`config.mk`:
```
export PLATFORM = sky130hd
export DESIGN_NAME = io_input_debouncer
export DESIGN_NICKNAME = d
export VERILOG_FILES = /design/src/rtl/io_pkg.sv /design/src/rtl/debounce_channel.sv /design/src/rtl/io_input_debouncer.sv
export SDC_FILE = /design/constraint.sdc
export NUM_CORES = 1
export LEC_CHECK = 0
export ABC_AREA = 1
export BUFFER_PORTS_ARGS = -buffer_cell sky130_fd_sc_hd__buf_2
export CAP_MARGIN = 20
export CORE_MARGIN = 3
export CORE_UTILIZATION = 35
export DETAILED_ROUTE_END_ITERATION = 7
export GPL_TIMING_DRIVEN = 0
export PLACE_DENSITY = 0.49
export SYNTH_ARGS = -nofsm -noshare
export SYNTH_HDL_FRONTEND = slang
export SYNTH_HIERARCHICAL = 1
export SYNTH_SLANG_ARGS = --single-unit
```
`constraint.sdc`:
```
create_clock -name clock -period 2.3 [get_ports clock]
set_input_delay 0.115 -clock clock [delete_from_list [all_inputs] [get_ports clock]]
set_output_delay 0.115 -clock clock [all_outputs]
set_load 0.02 [all_outputs]
```
`src/rtl/io_pkg.sv`:
```
// Shared definitions for the switch-input debouncer: default filter length
// and the per-channel filter state encoding.
package io_pkg;

  // Board builds override this to roughly 1 ms worth of clock cycles.
  localparam int DEBOUNCE_CYCLES_DEFAULT = 16;

  typedef enum logic {
    DB_STABLE  = 1'b0,
    DB_PENDING = 1'b1
  } db_state_e;

endpackage

```
`src/rtl/debounce_channel.sv`:
```
// One switch channel: two-flop synchronizer, counter-based debounce filter,
// registered rise/fall pulses and a sticky changed flag.
module debounce_channel
  import io_pkg::*;
#(
  parameter int DEBOUNCE_CYCLES = DEBOUNCE_CYCLES_DEFAULT,
  parameter int CNT_W           = $clog2(DEBOUNCE_CYCLES)
) (
  input  logic clock,
  input  logic reset,
  input  logic raw,
  input  logic clear,
  output logic level,
  output logic rise,
  output logic fall,
  output logic changed
);

  localparam logic [CNT_W-1:0] CNT_LAST = CNT_W'(DEBOUNCE_CYCLES - 1);

  db_state_e        state_q, state_d;
  logic [CNT_W-1:0] cnt_q, cnt_d;
  logic             s1_q, s2_q;
  logic             level_q, level_d;
  logic             rise_q, rise_d;
  logic             fall_q, fall_d;
  logic             changed_q, changed_d;

  // NOTE: every state flop, including the counter, is asynchronously reset so
  // a pending count can never survive a reset; all updates use <= to keep
  // the synchronizer a true two-stage shift.
  always_ff @(posedge clock or posedge reset) begin
    if (reset) begin
      state_q   <= DB_STABLE;
      cnt_q     <= '0;
      s1_q      <= 1'b0;
      s2_q      <= 1'b0;
      level_q   <= 1'b0;
      rise_q    <= 1'b0;
      fall_q    <= 1'b0;
      changed_q <= 1'b0;
    end else begin
      state_q   <= state_d;
      cnt_q     <= cnt_d;
      s1_q      <= raw;
      s2_q      <= s1_q;
      level_q   <= level_d;
      rise_q    <= rise_d;
      fall_q    <= fall_d;
      changed_q <= changed_d;
    end
  end

  // NOTE: defaults first so no path through the case leaves a signal unassigned.
  always_comb begin
    state_d   = state_q;
    cnt_d     = cnt_q;
    level_d   = level_q;
    rise_d    = 1'b0;
    fall_d    = 1'b0;
    changed_d = clear ? 1'b0 : changed_q;

    unique case (state_q)
      DB_STABLE: begin
        if (s2_q != level_q) begin
          state_d = DB_PENDING;
          cnt_d   = CNT_W'(1);
        end else begin
          cnt_d = '0;
        end
      end
      DB_PENDING: begin
        if (s2_q == level_q) begin
          state_d = DB_STABLE;
          cnt_d   = '0;
        end else if (cnt_q == CNT_LAST) begin
          // Accepted transition; a same-edge clear loses to the new event.
          state_d   = DB_STABLE;
          cnt_d     = '0;
          level_d   = s2_q;
          rise_d    = s2_q;
          fall_d    = ~s2_q;
          changed_d = 1'b1;
        end else begin
          cnt_d = cnt_q + CNT_W'(1);
        end
      end
      default: begin
        state_d = DB_STABLE;
        cnt_d   = '0;
      end
    endcase
  end

  assign level   = level_q;
  assign rise    = rise_q;
  assign fall    = fall_q;
  assign changed = changed_q;

endmodule

```
`src/rtl/io_input_debouncer.sv`:
```
// Conditions raw board switch inputs for the I/O controller: one independent
// synchronizer + debounce filter per channel, all outputs registered.
module io_input_debouncer
  import io_pkg::*;
#(
  parameter int WIDTH           = 4,
  parameter int DEBOUNCE_CYCLES = DEBOUNCE_CYCLES_DEFAULT,
  parameter int CNT_W           = $clog2(DEBOUNCE_CYCLES)
) (
  input  logic             clock,
  input  logic             reset,
  input  logic [WIDTH-1:0] raw_in,
  input  logic             clear_events,
  output logic [WIDTH-1:0] io_in,
  output logic [WIDTH-1:0] rise_pulse,
  output logic [WIDTH-1:0] fall_pulse,
  output logic [WIDTH-1:0] changed
);

  for (genvar i = 0; i < WIDTH; i++) begin : g_chan
    debounce_channel #(
      .DEBOUNCE_CYCLES(DEBOUNCE_CYCLES),
      .CNT_W          (CNT_W)
    ) u_chan (
      .clock  (clock),
      .reset  (reset),
      .raw    (raw_in[i]),
      .clear  (clear_events),
      .level  (io_in[i]),
      .rise   (rise_pulse[i]),
      .fall   (fall_pulse[i]),
      .changed(changed[i])
    );
  end

endmodule

```
## Word-level counts from Yosys, hierarchy flattened

Cells that the tools add are included.

| word-level totals | value |
|---|---|
| logic and storage cells | 136 |
| output and inout bits | 16 |
| register bits after elaboration | 44 |
| input bits | 7 |

| operators by class | value |
|---|---|
| reductions and logical operators | 4 |
| eq/ne operators | 12 |
| muxes and demuxes | 72 |
| add/subtract/negate cells | 4 |
| bitwise gates (word level) | 12 |

Operator list:

| cell | number |
|---|---|
| $mux 1 | 56 |
| $mux 4 | 8 |
| $pmux 4 s2 | 4 |
| $add 4x1->4 const B | 4 |
| $eq 4x4->1 const B | 4 |
| $not 1->1 | 12 |
| $reduce_and 3->1 | 4 |
| $pmux 1 s2 | 4 |
| $eq 1x1->1 | 4 |
| $ne 1x1->1 | 4 |

## Logic depth before layout (Yosys ltp)

Gate-level depths: netlist of run 1.

| logic depth | value |
|---|---|
| depth after elaboration | 4 |
| gate-level depth with buffers | 6 |
| gate-level depth less buffers | 6 |

## Cells and area by module

Netlist of run 1, hierarchy kept.

By module, submodules not included:

| module | seq. area each (um^2) | area each (um^2) | cells each | times used |
|---|---|---|---|---|
| debounce_channel | 275.3 | 452.9 | 47 | 4 |

## Least setup slack after synthesis of run 1

Ideal clock, no wire load.

| timing path | value |
|---|---|
| kind | register to register |
| from | register g_chan[0].u_chan.cnt_q[0] |
| to | register g_chan[0].u_chan.cnt_q[0] |
| library setup time | 0.077 ns |
| data required time | 2.223 ns |
| data arrival time | 0.961 ns |
| clock period less this slack | 1.038 ns |
| path slack | 1.262 ns |
| path buffers | 0 |
| cell stages (with the launch flop) | 7 |
| cells stage by stage | dfrtp_1 > ha_1 > nand2_2 > inv_1 > nand2_1 > nand2_1 > a21oi_1 |

| between the ends | value |
|---|---|
| longest elaborated chain between the ends | 4 |
| elaborated cells on any way between the ends | 5 |
| those cells by class | add/sub (1); eq/ne (1); mux (3) |

Ends and longest elaborated chain:

| what | RTL line | RTL |
|---|---|---|
| start, declared | debounce_channel.sv:22 | `logic [CNT_W-1:0] cnt_q, cnt_d;` |
| start signal, assigned | debounce_channel.sv:44 | `cnt_q <= cnt_d;` |
| $add 4x1->4 or $eq 4x4->1 (tied branches) | debounce_channel.sv:85, debounce_channel.sv:76 |  |
| $mux 4 * | debounce_channel.sv:76 | `end else if (cnt_q == CNT_LAST) begin` |
| $mux 4 * | debounce_channel.sv:73 | `if (s2_q == level_q) begin` |
| $pmux 4 s2 * | debounce_channel.sv:63 | `unique case (state_q)` |
| net g_chan[0].u_chan.cnt_d[0] | debounce_channel.sv:22 |  |

Mark *: on every way through the listed nets, which the timed path passes. The rest lies on a longest branch.
A chain may end at the register's enable or synchronous reset.

## Final worst setup path of run 1

| timing path | value |
|---|---|
| from | register g_chan[1].u_chan.cnt_q[0] |
| to | register g_chan[1].u_chan.cnt_q[0] |

| between the ends | value |
|---|---|
| longest elaborated chain between the ends | 4 |
| elaborated cells on any way between the ends | 5 |
| those cells by class | add/sub (1); eq/ne (1); mux (3) |

Ends and longest elaborated chain:

| what | RTL line |
|---|---|
| start, declared | debounce_channel.sv:22 |
| start signal, assigned | debounce_channel.sv:44 |
| $add 4x1->4 or $eq 4x4->1 (tied branches) | debounce_channel.sv:85, debounce_channel.sv:76 |
| $mux 4 * | debounce_channel.sv:76 |
| $mux 4 * | debounce_channel.sv:73 |
| $pmux 4 s2 * | debounce_channel.sv:63 |
| net g_chan[1].u_chan.cnt_d[0] | debounce_channel.sv:22 |

Marks and branches as above.

==> flow_summary.ini, run 1 <==
[yosys]
synth_top_flop_cell = dfrtp_1
synth_cell_types = 13
yosysSeqAreaShare_pct = 60.8
synthTopCellsByArea = dfrtp_1 61%, inv_1 8.3%, nand2_1 8.3%
yosys_warnings = 6
synthArstFlopShare_pct = 100
yosysMostFrequentCell = dfrtp_1
yosys.area.top_type = dfrtp_1
syn_area_mm2 = 0.00181
synth_cells = 188
synth_edf_count = 0
synth.avg_cell_area_um2 = 9.64
syn_nets = 199
synth_top_area_share_pct = 60.8
ys_ff_latch = 44
synthTopCellsByCount = 44 x dfrtp_1, 40 x inv_1, 40 x nand2_1

[worst_setup_path]
critPathMaxFanout = 4
cp-end-kind = flip-flop
cpMostUsedCell = nand2_1
path_delay_family = flip-flops
startpoint = g_chan[1].u_chan/cnt_q[0]
cp_cell_sequence = ha_1 > nand2_2 > inv_1 > nand2_1 > nand2_1 > a21oi_1
slowest_stage = dfrtp_1
crit_required_ps = 2500
r2r-start = g_chan[1].u_chan/cnt_q[0]
cp.arrival_ps = 1370
crit_buf_inv = 1
cp_slowest_stage_delay_ps = 420
crit_type = reg2reg
start_kind = flip-flop

[place]
gp_congestion = 0.768
dpl.hpwl_mm = 2.39
portBuffers = 22

[drt]
dr_wl_met3_um = 111
drt-total-wl_mm = 3.09
wire_per_inst_um = 10.6
topRoutingLayerUsed = met4
vias = 1266
dr.pass1.iters = 4
wl_met2_mm = 1.51
avgViaCountPerCell = 4.37
drt-met1-wl_mm = 1.43
ant_nets = 0
drc = 0
drt_iter0_drc = 104

[die]
die_w_um = 77.9
ios = 23
start_util_pct = 37.4
core_area_mm2 = 0.00485
fp.dieArea_mm2 = 0.00608
dieHeight_um = 77.9
fp-row-count = 25

[clock_network]
cts_tree = built
cts.htree.levels = 2
cts.repair.resized = 0
ctsHoldBuffers = 5
post_cts_buffers = 0
cts_max_path_buffers = 2
numCtsBuffers = 5
cts.sinks = 44
cts_root_buffer = clkbuf_8
clkLatencyLatePin_ps = 280
path_clk_slew_ps = 80

[cells_and_area]
fillCellCount = 461
final_nets = 233
n_antenna_cell = 0
drive_gt1_share_pct = 19.7
final_core_util_pct = 44.3
synthToLayoutAreaGrowth_pct = 18.4

[grt]
grt_pass1_vias = 1226
grt_antenna_before_repair = 0
grt_pass1_wl_mm = 5.29
grt_use_total_pct = 11.1
grt_start_max_net_pins = 13
grt_remaining_overflow = 0

[timing]
finalHoldViolCount = 0
clock_skew_ps = 4.53
fmax_mhz = 856
finalSetupViolCount = 0
worst_pin_slew_ps = 433
rsz0062_at_grt = false
slew_headroom_pct = 71.1
period_share_pct = 50.8
drv_slew = 0
period_needed_ps = 1170
tns_ps = 0

[power_and_ir_drop]
power_uw = 1360
leakage_uw = 0.00117
p_per_area_mw_per_mm2 = 632
peakVddDrop_mv = 0.379

[job]
drv_cap = 0

[min_path]
hold_class = in2reg
hp-start = clear_events

[run_status]
status = completed
[state kept, by name, indices dropped and copies added (netlist names)]
| name | cells |
|---|---|
| g_chan.u_chan/changed | 4 |
| g_chan.u_chan/cnt_q | 16 |
| g_chan.u_chan/fall | 4 |
| g_chan.u_chan/level | 4 |
| g_chan.u_chan/rise | 4 |
| g_chan.u_chan/s1_q | 4 |
| g_chan.u_chan/s2_q | 4 |
| g_chan.u_chan/state_q | 4 |
[report_power, final]
group          internal (uW)  switching, uW
sequential               793           20.1
combinational           24.1           42.1
clock                    245            232
total                   1060            294
[final timing paths]
kind / endpoint / slack [ps] / cells after the start
worst max-delay path: g_chan[1].u_chan/cnt_q[0] / 1130 / 6
worst min-delay path: g_chan[2].u_chan/changed / 90 / 2
worst max register to register: g_chan[1].u_chan/cnt_q[0] / 1130 / 6
worst min register to register: g_chan[2].u_chan/s2_q / 350 / 0
max in group asynchronous: g_chan[3].u_chan/cnt_q[3] / 1590 / 3
min in group asynchronous: g_chan[0].u_chan/s1_q / 400 / 3
[routing by layer]
| metal | vias up | GRT usage [%] |
|---|---|---|
| li1 | 648 | - |
| met1 | 591 | 13.2 |
| met2 | 23 | 18.5 |
| met3 | 4 | 3.48 |
| met4 | 0 | 4.72 |
| met5 | - | 0 |
[kinds of logic (layout without fill, tap and decap cells)]
kind of cell / Yosys count / count (layout) / share of synthesized area [%]
compound gates: 12 / 12 / 3.32
fa+ha+maj: 4 / 4 / 2.76
buf+inv: 40 / 75 / 8.29
flops: 44 / 44 / 60.8
simple gates: 88 / 88 / 24.9
[metrics by stage]
stage | cells | worst slack (ps) | instance area (um^2) | hold WS [ps]
floorplan | 188 | 1260 | 1810 | -32.6
global route | 290 | 1020 | 2150 | 87.2
global placement | 277 | 1180 | 2010 | 153
finish | 290 | 1130 | 2150 | 86.5
CTS | 290 | 1110 | 2150 | 91.1
detailed placement | 277 | 1130 | 2010 | 168
[layout by cell type, fill, tap and decap left out, drive strengths merged, types with 5 or more instances in the layout]
cell and count:
a21oi 8, nor2 20, nand2 44, nand3 12
dlygate4sd3 5, dfrtp 44, inv 40, buf 22
clkbuf 8, nand4 8
[cell type report]
type	count	area (um^2)	share of cell area, %
clock buffers	8	90.1	4.20
inverters	40	150	7.00
flip-flops and latches	44	1100	51.3
well taps	67	83.8	3.91
multi-input cells	104	561	26.1
repair buffers	27	160	7.46
Note: power is estimated with default switching activity, not from simulation.
==> run 2, diff against run 1 <==
==> constraint.sdc (replaced) <==
create_clock -name clock -period 1.15 [get_ports clock]
set_input_delay 0.0575 -clock clock [delete_from_list [all_inputs] [get_ports clock]]
set_output_delay 0.0575 -clock clock [all_outputs]
set_load 0.02 [all_outputs]
==> flow_summary.ini, run 2 (synthesis gave the netlist of run 1 again) <==
[timing]
worst_pin_slew_ps = 435
clock_skew_ps = 6.51
fmax_mhz = 894
finalHoldViolCount = 0
finalSetupViolCount = 0
rsz0062_at_grt = true
drv_slew = 0
period_share_pct = 97.3
slew_headroom_pct = 71.0
period_needed_ps = 1120
tns_ps = 0

[cells_and_area]
top_register = g_chan.u_chan/cnt_q
synthToLayoutAreaGrowth_pct = 23.9
layout_common_cells = 44 x dfrtp_1, 38 x inv_1, 38 x nand2_1
n_antenna_cell = 0
final_common_cell = dfrtp_1
largest_reg_flops = 16
final_nets = 240
drive_gt1_share_pct = 27.0

[clock_network]
cts_tree = built
cts_root_buffer = clkbuf_8
numCtsBuffers = 5
cts_max_path_buffers = 2
clkLatencyLatePin_ps = 280
cts.sinks = 44
cts.htree.levels = 2
path_clk_slew_ps = 80

[die]
dieHeight_um = 77.9
die_w_um = 77.9
ios = 23
core_area_mm2 = 0.00485
fp.dieArea_mm2 = 0.00608
start_util_pct = 37.4
fp-row-count = 25

[power_and_ir_drop]
peakVddDrop_mv = 0.671
power.net_switching_uw = 604
combPwrFrac_pct = 6.1
clock_power_share_pct = 34.8
power_uw = 2750
sw_frac_of_total_pct = 22.0
intPower_uw = 2150
p_per_area_mw_per_mm2 = 1220
leakage_uw = 0.00123
seq_power_share_pct = 59.1

[drt]
drt-total-wl_mm = 3.26
drc = 0
dr.pass1.iters = 4
vias = 1293
wire_per_inst_um = 11.0
avgViaCountPerCell = 4.35
ant_nets = 0
drt_iter0_drc = 106

[place]
gp_congestion = 0.768
portBuffers = 22
dpl.hpwl_mm = 2.39

[worst_setup_path]
crit_required_ps = 1330
crit_type = reg2reg
start_kind = flip-flop
critPathMaxFanout = 3
ff2ff_path_depth = 6
cp-end-kind = flip-flop
r2r_slack_ps = 30
cp.arrival_ps = 1300

[run_status]
status = completed

[grt]
grt_remaining_overflow = 0
grt_use_total_pct = 11.4
grt_pass1_wl_mm = 5.43
grt_pass1_vias = 1258
grt_antenna_before_repair = 0
grt_start_max_net_pins = 13

[min_path]
hold_class = in2reg
min_path_cells = 2

[job]
drv_cap = 0
==> run 2: cell count changes in the layout (fill, tap and decap cells not counted), sizes merged <==
cell / change
buf: +7
==> run 2: final timing paths <==
check,from,to
worst max-delay path,g_chan[3].u_chan/cnt_q[1],g_chan[3].u_chan/level
worst min-delay path,clear_events,g_chan[3].u_chan/changed
worst max register to register,g_chan[3].u_chan/cnt_q[1],g_chan[3].u_chan/level
worst min register to register,g_chan[2].u_chan/s1_q,g_chan[2].u_chan/s2_q
max in group asynchronous,reset,g_chan[3].u_chan/cnt_q[3]
min in group asynchronous,reset,g_chan[0].u_chan/s1_q
==> run 2: layer usage <==
| layer | track usage (%) | part of all wire (%) | vias to the layer above |
|---|---|---|---|
| li1 | - | - | 662 |
| met1 | 13.6 | 46 | 601 |
| met2 | 19.0 | 49 | 26 |
| met5 | 0 | 0 | - |
| met4 | 4.72 | 1.2 | 0 |
| met3 | 3.48 | 3.4 | 4 |
==> run 2: cell type report <==
| cell class | count | area [um^2] |
|---|---|---|
| clock buffers | 8 | 90.1 |
| fillers | 456 | 2600 |
| inverters | 40 | 150 |
| multi-input cells | 104 | 607 |
| flip-flops and latches | 44 | 1100 |
| well taps | 67 | 83.8 |
| repair buffers | 34 | 213 |
==> run 2: worst max-delay path, cell delays in order, from the launching register on <==
cell and delay (ps):
dfrtp_1 390, ha_2 230, nand2_4 70, nor2_4 110, nand3_2 100, nand2_1 70, nand2_1 40
==> run 2: through the flow <==
stage	hold WS, ps	worst slack, ps	instances	cell area, um^2	utilization, %
after CTS	33.6	3.33	294	2180	44.9
final	32.1	31.4	297	2240	46.3
after floorplan	-90.1	112	188	1810	-
after global placement	95.9	33.7	277	2010	41.4
after detailed placement	111	-22.6	277	2010	41.4
after global routing	30.2	-63.9	297	2240	46.3
==> run 2: power by group through the flow <==
stage / Clock (uW) / Sequential [uW] / Combinational (uW)
floorplan: 0 / 1650 / 88.0
global placement: 0 / 1650 / 118
detailed placement: 0 / 1660 / 124
CTS: 1020 / 1620 / 157
global route: 1080 / 1630 / 196
finish: 956 / 1630 / 168
==> run 2: what timing repair did <==
action | in CTS | in global routing
hold endpoints to repair | 48 | 0
endpoints found under the setup margin | 6 | 14
setup buffers | 4 | 3
resized for setup | 0 | 14
hold buffers | 5 | 0
pin swaps | 0 | 2
==> run 3, diff against run 2 <==
--- a/config.mk
+++ b/config.mk
@@ -12,8 +12,8 @@
 export CORE_UTILIZATION = 35
 export DETAILED_ROUTE_END_ITERATION = 7
 export GPL_TIMING_DRIVEN = 0
+export HOLD_SLACK_MARGIN = 0.05
 export PLACE_DENSITY = 0.49
 export SYNTH_ARGS = -nofsm -noshare
 export SYNTH_HDL_FRONTEND = slang
-export SYNTH_HIERARCHICAL = 1
 export SYNTH_SLANG_ARGS = --single-unit
==> flow_summary.ini, run 3 <==
[drt]
dr.pass1.iters = 4
drt-total-wl_mm = 3.06
vias = 1306
drt_iter0_drc = 65
drc = 0
ant_nets = 0
wire_per_inst_um = 9.68
avgViaCountPerCell = 4.13

[cells_and_area]
largest_reg_flops = 16
multi_input_area_um2 = 601
fillCellCount = 506
regArea_mm2 = 0.00110
final_common_cell = nand2_1
stdcell_count = 316
top_register = g_chan.u_chan.cnt_q
final_nets = 256
drive_gt1_share_pct = 32.1
synthToLayoutAreaGrowth_pct = 27.3
layout_common_cells = 46 x nand2_1, 44 x dfrtp_1, 32 x inv_1
n_antenna_cell = 0

[yosys]
yosys.area.top_type = dfrtp_1
yosysSeqAreaShare_pct = 57.4
synth_edf_count = 0
synthTopCellsByArea = dfrtp_1 57%, nand2_1 9.4%, inv_1 6.6%
synth_cell_types = 13
yosysMostFrequentCell = nand2_1
yosys_warnings = 0
synth_top_area_share_pct = 57.4
synthArstFlopShare_pct = 100
synth_cells = 202
synthTopCellsByCount = 48 x nand2_1, 44 x dfrtp_1, 34 x inv_1
synth_top_flop_cell = dfrtp_1
syn_nets = 213
syn_area_mm2 = 0.00192
synth.avg_cell_area_um2 = 9.50
ys_ff_latch = 44

[worst_setup_path]
r2r-start = g_chan[0].u_chan.cnt_q[0]
crit_type = reg2reg
path_delay_family = simple AND/OR/NAND/NOR gates
crit_buf_inv = 0
start_kind = flip-flop
cp.arrival_ps = 1310
cp.depth = 6
slowest_stage = dfrtp_1
r2r_slack_ps = 20
critPathMaxFanout = 4
cp-end-kind = flip-flop
cp_cell_sequence = ha_2 > nand2_2 > nor2_4 > nand3_2 > nand2_1 > nand2_1
crit_required_ps = 1330
rr_endpoint = g_chan[0].u_chan.level
cp_slowest_stage_delay_ps = 400
cpMostUsedCell = nand2_1
ff2ff_path_depth = 6

[timing]
period_share_pct = 97.8
drv_slew = 0
tns_ps = 0
slew_headroom_pct = 69.0
finalSetupViolCount = 0
period_needed_ps = 1130
rsz0062_at_grt = true
worst_pin_slew_ps = 465
fmax_mhz = 889
finalHoldViolCount = 0
clock_skew_ps = 3.85

[die]
die_w_um = 80.1
dieHeight_um = 80.1
fp-row-count = 26
start_util_pct = 36.9
ios = 23
core_area_mm2 = 0.00520
fp.dieArea_mm2 = 0.00641

[grt]
grt_use_total_pct = 11.0
grt_pass1_wl_mm = 5.44
grt_start_max_net_pins = 25
grt_remaining_overflow = 0
grt_antenna_before_repair = 0
grt_pass1_vias = 1280

[min_path]
hold_class = in2reg
worstHoldEndpoint = g_chan[1].u_chan.changed
min_path_cells = 4
hp-start = clear_events

[place]
dpl.hpwl_mm = 2.17
dp.cells = 295
gp_congestion = 0.760
portBuffers = 22

[run_status]
status = completed

[clock_network]
numCtsBuffers = 5
cts_tree = built
path_clk_slew_ps = 80
clkLatencyLatePin_ps = 290
cts_root_buffer = clkbuf_8
cts.sinks = 44
cts.htree.levels = 2
cts_max_path_buffers = 2

[power_and_ir_drop]
peakVddDrop_mv = 0.905
power_uw = 3390
leakage_uw = 0.00136
p_per_area_mw_per_mm2 = 1390

[job]
drv_cap = 0
## run 3: changes by cell type in the layout (fill, tap and decap cells not counted)
cell	before	now
nand2_1	38	46
a21oi_1	5	8
nand2_4	2	1
clkbuf_8	6	5
buf_16	0	1
clkbuf_1	2	0
inv_1	38	32
bufinv_16	0	3
buf_4	7	24
o21ai_1	4	0
nand2_2	4	5
a21oi_2	3	0
## run 3: worst min-delay path: stages
cell and delay [ps]:
buf_2 70, inv_1 90, nand2_1 70, nand2_1 50
## run 3: where the power goes
part / internal, uW / switching, uW / leakage [uW]
registers: 1590 / 39.0 / 0.000578
clock network: 1090 / 515 / 0.0000784
logic: 77.4 / 90.6 / 0.000707
## run 3: layer usage
metal / global-route usage [%] / vias to the layer above / routed length (um)
li1: - / 692 / -
met1: 13.4 / 584 / 1440
met2: 17.5 / 25 / 1410
met3: 3.59 / 5 / 147
met4: 5.07 / 0 / 61
met5: 0 / - / 0
## run 3: worst max-delay path by stage
stage / from / end / slack [ps]
after floorplan: reset / g_chan[0].u_chan.changed / 60
after global placement: reset / g_chan[1].u_chan.cnt_q[1] / -560
after detailed placement: g_chan[2].u_chan.cnt_q[0] / g_chan[2].u_chan.cnt_q[0] / 20
after CTS: g_chan[2].u_chan.cnt_q[0] / g_chan[2].u_chan.cnt_q[0] / 1
after global routing: g_chan[0].u_chan.cnt_q[0] / g_chan[0].u_chan.level / -80
final: g_chan[0].u_chan.cnt_q[0] / g_chan[0].u_chan.level / 20
## run 3: kinds of logic after synthesis
group,after synthesis,share of synthesized area [%]
AND/OR/NAND/NOR,96,25.0
buffers and inverters,50,12.9
flip-flops,44,57.4
AO/OA/AOI/OAI,8,2.09
adder cells (fa/ha/maj),4,2.61
## run 3: area by class of cell
class	count	share of cell area (%)
buffer	16	4.92
clock buffer	5	2.82
clock inverter	3	3.69
inverter	34	5.22
multi-input combinational	108	24.6
sequential	44	45.1
tap	70	3.58
timing repair buffer	36	10.1
## run 3: metrics by stage
| stage | util [%] | cell area [um^2] | hold WS, ps | setup WS, ps |
|---|---|---|---|---|
| 2_1_floorplan | - | 1920 | 88.9 | 61.4 |
| 6_report | 46.9 | 2440 | 79.9 | 25.0 |
| 3_3_place_gp | 40.7 | 2120 | 167 | -559 |
| 3_5_place_dp | 41.2 | 2140 | 112 | 19.8 |
| 5_1_grt | 46.9 | 2440 | 107 | -84.4 |
| 4_1_cts | 45.2 | 2350 | 87.3 | 1.46 |
## run 3: repair_timing
item	CTS	global route
buffers inserted	0	8
hold buffers	5	0
hold endpoints to repair	24	0
gates resized for setup	0	9
endpoints found under the setup margin	0	20
